### src/rtl/frame_fetch_pkg.sv
// Frame-fetch geometry constants and the router's frame-state encoding.
// Shared by the pixel-group router and its per-channel FIFOs.
package frame_fetch_pkg;

   localparam int FRAME_ROW_CNUM  = 30;
   localparam int CELL_ROW_PNUM   = 8;
   localparam int FRAME_COL_PGNUM = 10;
   localparam int FRAME_PGNUM     = FRAME_ROW_CNUM * CELL_ROW_PNUM * FRAME_COL_PGNUM;

   typedef enum logic [1:0] {
      ST_IDLE  = 2'd0,
      ST_ROUTE = 2'd1,
      ST_DROP  = 2'd2
   } rt_state_t;

endpackage

### src/rtl/pgroup_fifo.sv
// First-word fall-through FIFO with registered full/empty flags.
// Holds one channel's {last, pixel group} entries.
module pgroup_fifo #(
   parameter int W     = 257,
   parameter int DEPTH = 4
) (
   input  logic         clk,
   input  logic         rst_n,
   input  logic         push,
   input  logic [W-1:0] wr_data,
   input  logic         pop,
   output logic [W-1:0] rd_data,
   output logic         full,
   output logic         empty
);
   import frame_fetch_pkg::*;

   localparam int AW = (DEPTH > 1) ? $clog2(DEPTH) : 1;

   logic [W-1:0]  mem [DEPTH];
   logic [AW-1:0] wr_ptr, rd_ptr;
   logic [AW:0]   count, count_nxt;
   logic          do_push, do_pop;

   assign do_push = push && !full;
   assign do_pop  = pop && !empty;
   assign rd_data = mem[rd_ptr];

   always_comb begin
      count_nxt = count;
      if (do_push && !do_pop)
         count_nxt = count + (AW+1)'(1);
      else if (do_pop && !do_push)
         count_nxt = count - (AW+1)'(1);
   end

   // Flags come from the next count so they are registered yet exact.
   always_ff @(posedge clk or negedge rst_n) begin
      if (!rst_n) begin
         wr_ptr <= '0;
         rd_ptr <= '0;
         count  <= '0;
         full   <= 1'b0;
         empty  <= 1'b1;
      end else begin
         if (do_push) wr_ptr <= wr_ptr + AW'(1);
         if (do_pop)  rd_ptr <= rd_ptr + AW'(1);
         count <= count_nxt;
         full  <= (count_nxt == (AW+1)'(DEPTH));
         empty <= (count_nxt == '0);
      end
   end

   always_ff @(posedge clk) begin
      if (do_push) mem[wr_ptr] <= wr_data;
   end

endmodule

### src/rtl/axis_pgroup_router.sv
// Routes AXI-Stream pixel-group frames to per-processor channel FIFOs,
// locking each frame to one channel and checking frame length.
module axis_pgroup_router #(
   parameter int IP_AMT      = 4,
   parameter int DATA_W      = 256,
   parameter int TDEST_W     = (IP_AMT > 1) ? $clog2(IP_AMT) : 1,
   parameter int FIFO_DEPTH  = 4,
   parameter int FRAME_PGNUM = frame_fetch_pkg::FRAME_PGNUM,
   parameter int PGCNT_W     = $clog2(FRAME_PGNUM)
) (
   input  logic                     s_aclk,
   input  logic                     s_aresetn,
   input  logic                     mode_i,
   input  logic [TDEST_W-1:0]       s_tdest_i,
   input  logic [DATA_W-1:0]        s_tdata_i,
   input  logic                     s_tlast_i,
   input  logic                     s_tvalid_i,
   output logic                     s_tready_o,
   output logic [IP_AMT*DATA_W-1:0] pgroup_o,
   output logic [IP_AMT-1:0]        pgroup_valid_o,
   input  logic [IP_AMT-1:0]        pgroup_ready_i,
   output logic [IP_AMT-1:0]        frame_done_o,
   output logic                     frame_err_o
);
   import frame_fetch_pkg::*;

   rt_state_t          state_q, state_d;
   logic [TDEST_W-1:0] dest_q, dest_d, rr_ptr_q, rr_ptr_d, cur_dest;
   logic               mode_q, mode_d, cur_mode;
   logic [PGCNT_W-1:0] pg_cnt_q, pg_cnt_d;
   logic               dest_err, drop_now, tgt_full, accept;
   logic               cnt_end, frame_end, len_err;
   logic [DATA_W:0]    push_word;
   logic [IP_AMT-1:0]  fifo_full, fifo_empty, push, pop;
   logic [DATA_W:0]    fifo_rd [IP_AMT];

   // In IDLE the beat on the bus decides the channel; afterwards the lock holds.
   always_comb begin
      cur_dest = dest_q;
      cur_mode = mode_q;
      dest_err = 1'b0;
      if (state_q == ST_IDLE) begin
         cur_mode = mode_i;
         cur_dest = mode_i ? rr_ptr_q : s_tdest_i;
         dest_err = !mode_i && (32'(s_tdest_i) >= IP_AMT);
      end
      drop_now = (state_q == ST_DROP) || dest_err;
      tgt_full = 1'b0;
      for (int ch = 0; ch < IP_AMT; ch++)
         if (cur_dest == TDEST_W'(ch)) tgt_full = fifo_full[ch];
      s_tready_o  = s_aresetn && (drop_now || !tgt_full);
      accept      = s_tvalid_i && s_tready_o;
      cnt_end     = (pg_cnt_q == PGCNT_W'(FRAME_PGNUM - 1));
      frame_end   = s_tlast_i || cnt_end;
      len_err     = s_tlast_i ^ cnt_end;
      frame_err_o = accept && (dest_err || len_err);
      push_word   = {frame_end, s_tdata_i};
      for (int ch = 0; ch < IP_AMT; ch++)
         push[ch] = accept && !drop_now && (cur_dest == TDEST_W'(ch));
   end

   always_comb begin
      state_d  = state_q;
      dest_d   = dest_q;
      mode_d   = mode_q;
      pg_cnt_d = pg_cnt_q;
      rr_ptr_d = rr_ptr_q;
      if (accept) begin
         if (state_q == ST_IDLE) begin
            dest_d = cur_dest;
            mode_d = cur_mode;
         end
         if (frame_end) begin
            state_d  = ST_IDLE;
            pg_cnt_d = '0;
            if (!drop_now && cur_mode)
               rr_ptr_d = (rr_ptr_q == TDEST_W'(IP_AMT - 1)) ? '0 : rr_ptr_q + TDEST_W'(1);
         end else begin
            pg_cnt_d = pg_cnt_q + PGCNT_W'(1);
            if (state_q == ST_IDLE)
               state_d = drop_now ? ST_DROP : ST_ROUTE;
         end
      end
   end

   always_ff @(posedge s_aclk or negedge s_aresetn) begin
      if (!s_aresetn) begin
         state_q  <= ST_IDLE;
         dest_q   <= '0;
         mode_q   <= 1'b0;
         pg_cnt_q <= '0;
         rr_ptr_q <= '0;
      end else begin
         state_q  <= state_d;
         dest_q   <= dest_d;
         mode_q   <= mode_d;
         pg_cnt_q <= pg_cnt_d;
         rr_ptr_q <= rr_ptr_d;
      end
   end

   // Output data is zeroed while a channel is empty so the bus is quiet.
   for (genvar ch = 0; ch < IP_AMT; ch++) begin : g_ch
      pgroup_fifo #(
         .W     (DATA_W + 1),
         .DEPTH (FIFO_DEPTH)
      ) u_fifo (
         .clk     (s_aclk),
         .rst_n   (s_aresetn),
         .push    (push[ch]),
         .wr_data (push_word),
         .pop     (pop[ch]),
         .rd_data (fifo_rd[ch]),
         .full    (fifo_full[ch]),
         .empty   (fifo_empty[ch])
      );
      assign pgroup_valid_o[ch] = !fifo_empty[ch];
      assign pop[ch]            = !fifo_empty[ch] && pgroup_ready_i[ch];
      assign frame_done_o[ch]   = pop[ch] && fifo_rd[ch][DATA_W];
      assign pgroup_o[(ch+1)*DATA_W-1 -: DATA_W] =
         fifo_empty[ch] ? '0 : fifo_rd[ch][DATA_W-1:0];
   end

endmodule

### config.mk
export PLATFORM = sky130hd
export DESIGN_NAME = axis_pgroup_router
export DESIGN_NICKNAME = d
export VERILOG_FILES = /design/src/rtl/frame_fetch_pkg.sv /design/src/rtl/pgroup_fifo.sv /design/src/rtl/axis_pgroup_router.sv
export SDC_FILE = /design/constraint.sdc
export NUM_CORES = 2
export LEC_CHECK = 0
export BUFFER_PORTS_ARGS = -buffer_cell sky130_fd_sc_hd__buf_2
export CAP_MARGIN = 20
export CELL_PAD_IN_SITES_DETAIL_PLACEMENT = 0
export CELL_PAD_IN_SITES_GLOBAL_PLACEMENT = 1
export CORE_MARGIN = 2
export CORE_UTILIZATION = 50
export CTS_CLUSTER_SIZE = 16
export DETAILED_ROUTE_END_ITERATION = 6
export GPL_ROUTABILITY_DRIVEN = 0
export PLACE_DENSITY_LB_ADDON = 0.08
export SLEW_MARGIN = 5
export SYNTH_ARGS = -nofsm -noshare
export SYNTH_HDL_FRONTEND = slang
export SYNTH_MEMORY_MAX_BITS = 65536
export SYNTH_SLANG_ARGS = --single-unit
export TNS_END_PERCENT = 1
### constraint.sdc
create_clock -name s_aclk -period 18 [get_ports s_aclk]
set_input_delay 0.9 -clock s_aclk [delete_from_list [all_inputs] [get_ports s_aclk]]
set_output_delay 0.9 -clock s_aclk [all_outputs]
set_load 0.1 [all_outputs]
==> impl_metrics.csv <==
group,metric,value,unit
run_status,outcome,"finished clean",
synth,yosysWarnings,0,
timing,clock.fmax,142,MHz
timing,whs,252,ps
drt,drt-wirelength-per-cell,33.6,µm
synth,synth_cell_types,65,
clocking,cts_root_buf,"clkbuf_16",
clocking,ctsLongestPathBuffers,4,
clocking,tritoncts,"yes",
clocking,post_cts_resize_count,0,
drt,ant_nets,0,
grt,grt_pass1_vias,77600,
timing,fin_worst_skew,78.8,ps
floorplanning,io_pins,1301,
floorplanning,dieArea,320000,µm²
cells_and_area,area_growth,16.2,%
timing,grt_setup_unrepaired,"no",
grt,overflow,0,
cells_and_area,drive_gt1_frac,0.355,
clocking,htree_num_levels,5,
clocking,clk_pin_slew,60,ps
setup_path,crit_required,17100,ps
grt,antenna_found_initial,44,
synth,syn-cell-area,158000,µm²
drt,vias,77600,
setup_path,critPathMaxStageDelay,880,ps
placed_design,dp_hpwl,266000,µm
cells_and_area,num-nets-final,8657,
synth,syn-mean-instance-area,23.0,µm²
setup_path,crit_type,"reg2out",
drt,drt_first_iter_violations,8530,
synth,synth_flop_cell,"edfxtp_1",
floorplanning,start_util,0.502,
setup_path,path_common_cell,"buf_4",
timing,max_slew_margin,0.0431,
timing,finalMaxSlewViolations,0,
setup_path,worstSetupStartpointType,"flip-flop",
floorplanning,die_h,566,µm
cells_and_area,final_cell_mix,"4,112 x edfxtp_1, 1,300 x buf_2, 1,029 x and2_1, 1,028 x mux4_2, 426 x clkbuf_16",
grt,grt_pass1_wl,608000,µm
timing,finalCriticalPeriod,7030,ps
clocking,cts_hold_buf,0,
floorplanning,die_w,566,µm
cells_and_area,final_common_cell,"edfxtp_1",
floorplanning,core_area,315000,µm²
timing,fin_tns_setup,0,ps
grt,grt_max_degree,137,
clocking,cts_sinks,4167,
placed_design,io_buffers,1300,
timing,fin_crit_sh,0.391,
floorplanning,rows,206,
drt,drt_wl_total,433000,µm
drt,drtPass1Iterations,6,
setup_path,path_cells,"buf_4 -> buf_4 -> buf_4 -> buf_4 -> mux4_2 -> and2_1 -> buf_2",
grt,grt_use_total,0.268,
clocking,clock_latency,990,ps
synth,seq_area_frac_synth,0.791,
setup_path,end_kind,"primary output",
clocking,numCtsBuffers,426,
synth,async_flop_share,0.0132,
synth,syn_inst,6866,
synth,synth_edf_count,4112,
synth,synth_fp_nets,7160,
timing,finalSetupViolations,0,
timing,hold_violations,0,
worst_hold_path,hp-class,"in2async",
synth,ys_seq_elements,4167,
placed_design,placed_cells,12100,
cells_and_area,layout.cells.non_filler,12900,
setup_path,cp_max_fo,37,
clocking,cts_setup_buffers,0,
setup_path,slowest_stage,"dfrtp_4",
setup_path,arrival,6130,ps
timing,worst_pin_slew,1440,ps
flow_run,maxCapViolations,0,
drt,via_per_inst,6.02,
drt,drc,0,
## Yosys cell counts, types with 8 or more instances
cell type  number  area [µm²]
and2_1       1037        6490
nor2_1         22        82.6
nand3_1        11        55.1
ha_1           27         338
dfrtp_1        51        1280
buf_2          85         425
inv_1          27         101
nand2_1        24        90.1
and3_1         11        68.8
clkbuf_1      201         754
nor3_1          8        40.0
o21ai_0         8        40.0
mux4_2       1028       23200
xnor2_1        16         140
edfxtp_1     4112      123000
buf_1          65         244
## kinds of logic (layout without fill, tap and decap cells)
family,Yosys count,in the layout,synth area share
flops,4167,4167,0.791
simple gates,1151,1151,0.0449
mux,1039,1039,0.147
buf+inv,380,2227,0.00975
compound gates,85,85,0.00433
fa+ha+maj,27,27,0.00214
xor+xnor,17,17,0.000943
other cells,0,14,0
## final timing paths
path                                                 startpoint                                    to  slack, ps  depth (start not counted)
setup / recovery           g_ch[3].u_fifo.rd_ptr[0]$_DFFE_PN0P_                         pgroup_o[943]      10970                          7
hold / removal                                        s_aresetn     g_ch[2].u_fifo.count[1]$_DFF_PN0_        250                          2
setup reg to reg                         state_q[0]$_DFFE_PN0P_  g_ch[0].u_fifo.mem[0][215]$_DFFE_PP_      12820                          6
hold reg to reg            g_ch[1].u_fifo.rd_ptr[1]$_DFFE_PN0P_  g_ch[1].u_fifo.rd_ptr[1]$_DFFE_PN0P_        520                          1
max in group asynchronous                             s_aresetn  g_ch[0].u_fifo.rd_ptr[0]$_DFFE_PN0P_      17120                          2
min in group s_aclk                                      mode_i                    mode_q$_DFFE_PN0P_        300                          2
## metal layers
metal	vias up	wire [µm]	global-route usage
met2	3350	202000	0.410
met5	-	84	0
met1	42400	174000	0.377
met4	14	15300	0.0875
met3	578	40900	0.0716
li1	31300	-	-
## layout make-up
type                       count  area, µm²
fill                       23000     131000
sequential                  4167     125000
multi-input combinational   2319      31600
clock buffer                 504      11000
timing repair buffer        1421       7590
tap                         4160       5200
clock inverter               274       3060
inverter                      28        135
antenna                       14       35.0
## stage by stage
step,utilization,setup WS [ps],cell area (µm²)
floorplan,-,9520,158000
global placement,0.538,11470,169000
detailed placement,0.538,11510,169000
CTS,0.583,10680,183000
global route,0.583,10440,183000
finish,0.583,10970,183000
## state kept, by name, indices dropped and copies added, names as in the netlist, 4 cells and up
register            cells
g_ch.u_fifo.wr_ptr      8
g_ch.u_fifo.mem      4112
g_ch.u_fifo.full        4
g_ch.u_fifo.rd_ptr      8
pg_cnt_q               12
g_ch.u_fifo.empty       4
g_ch.u_fifo.count      12
## worst max-delay path, delay by kind of cell (launching register included)
family | cells | cell delay [ps]
buffers and inverters | 5 | 3200
and+or+nand+nor | 1 | 220
DFF | 1 | 880
muxes | 1 | 590
Power is not shown: default switching activity piles up to over one toggle a cycle in this logic, so the estimate is an artifact.
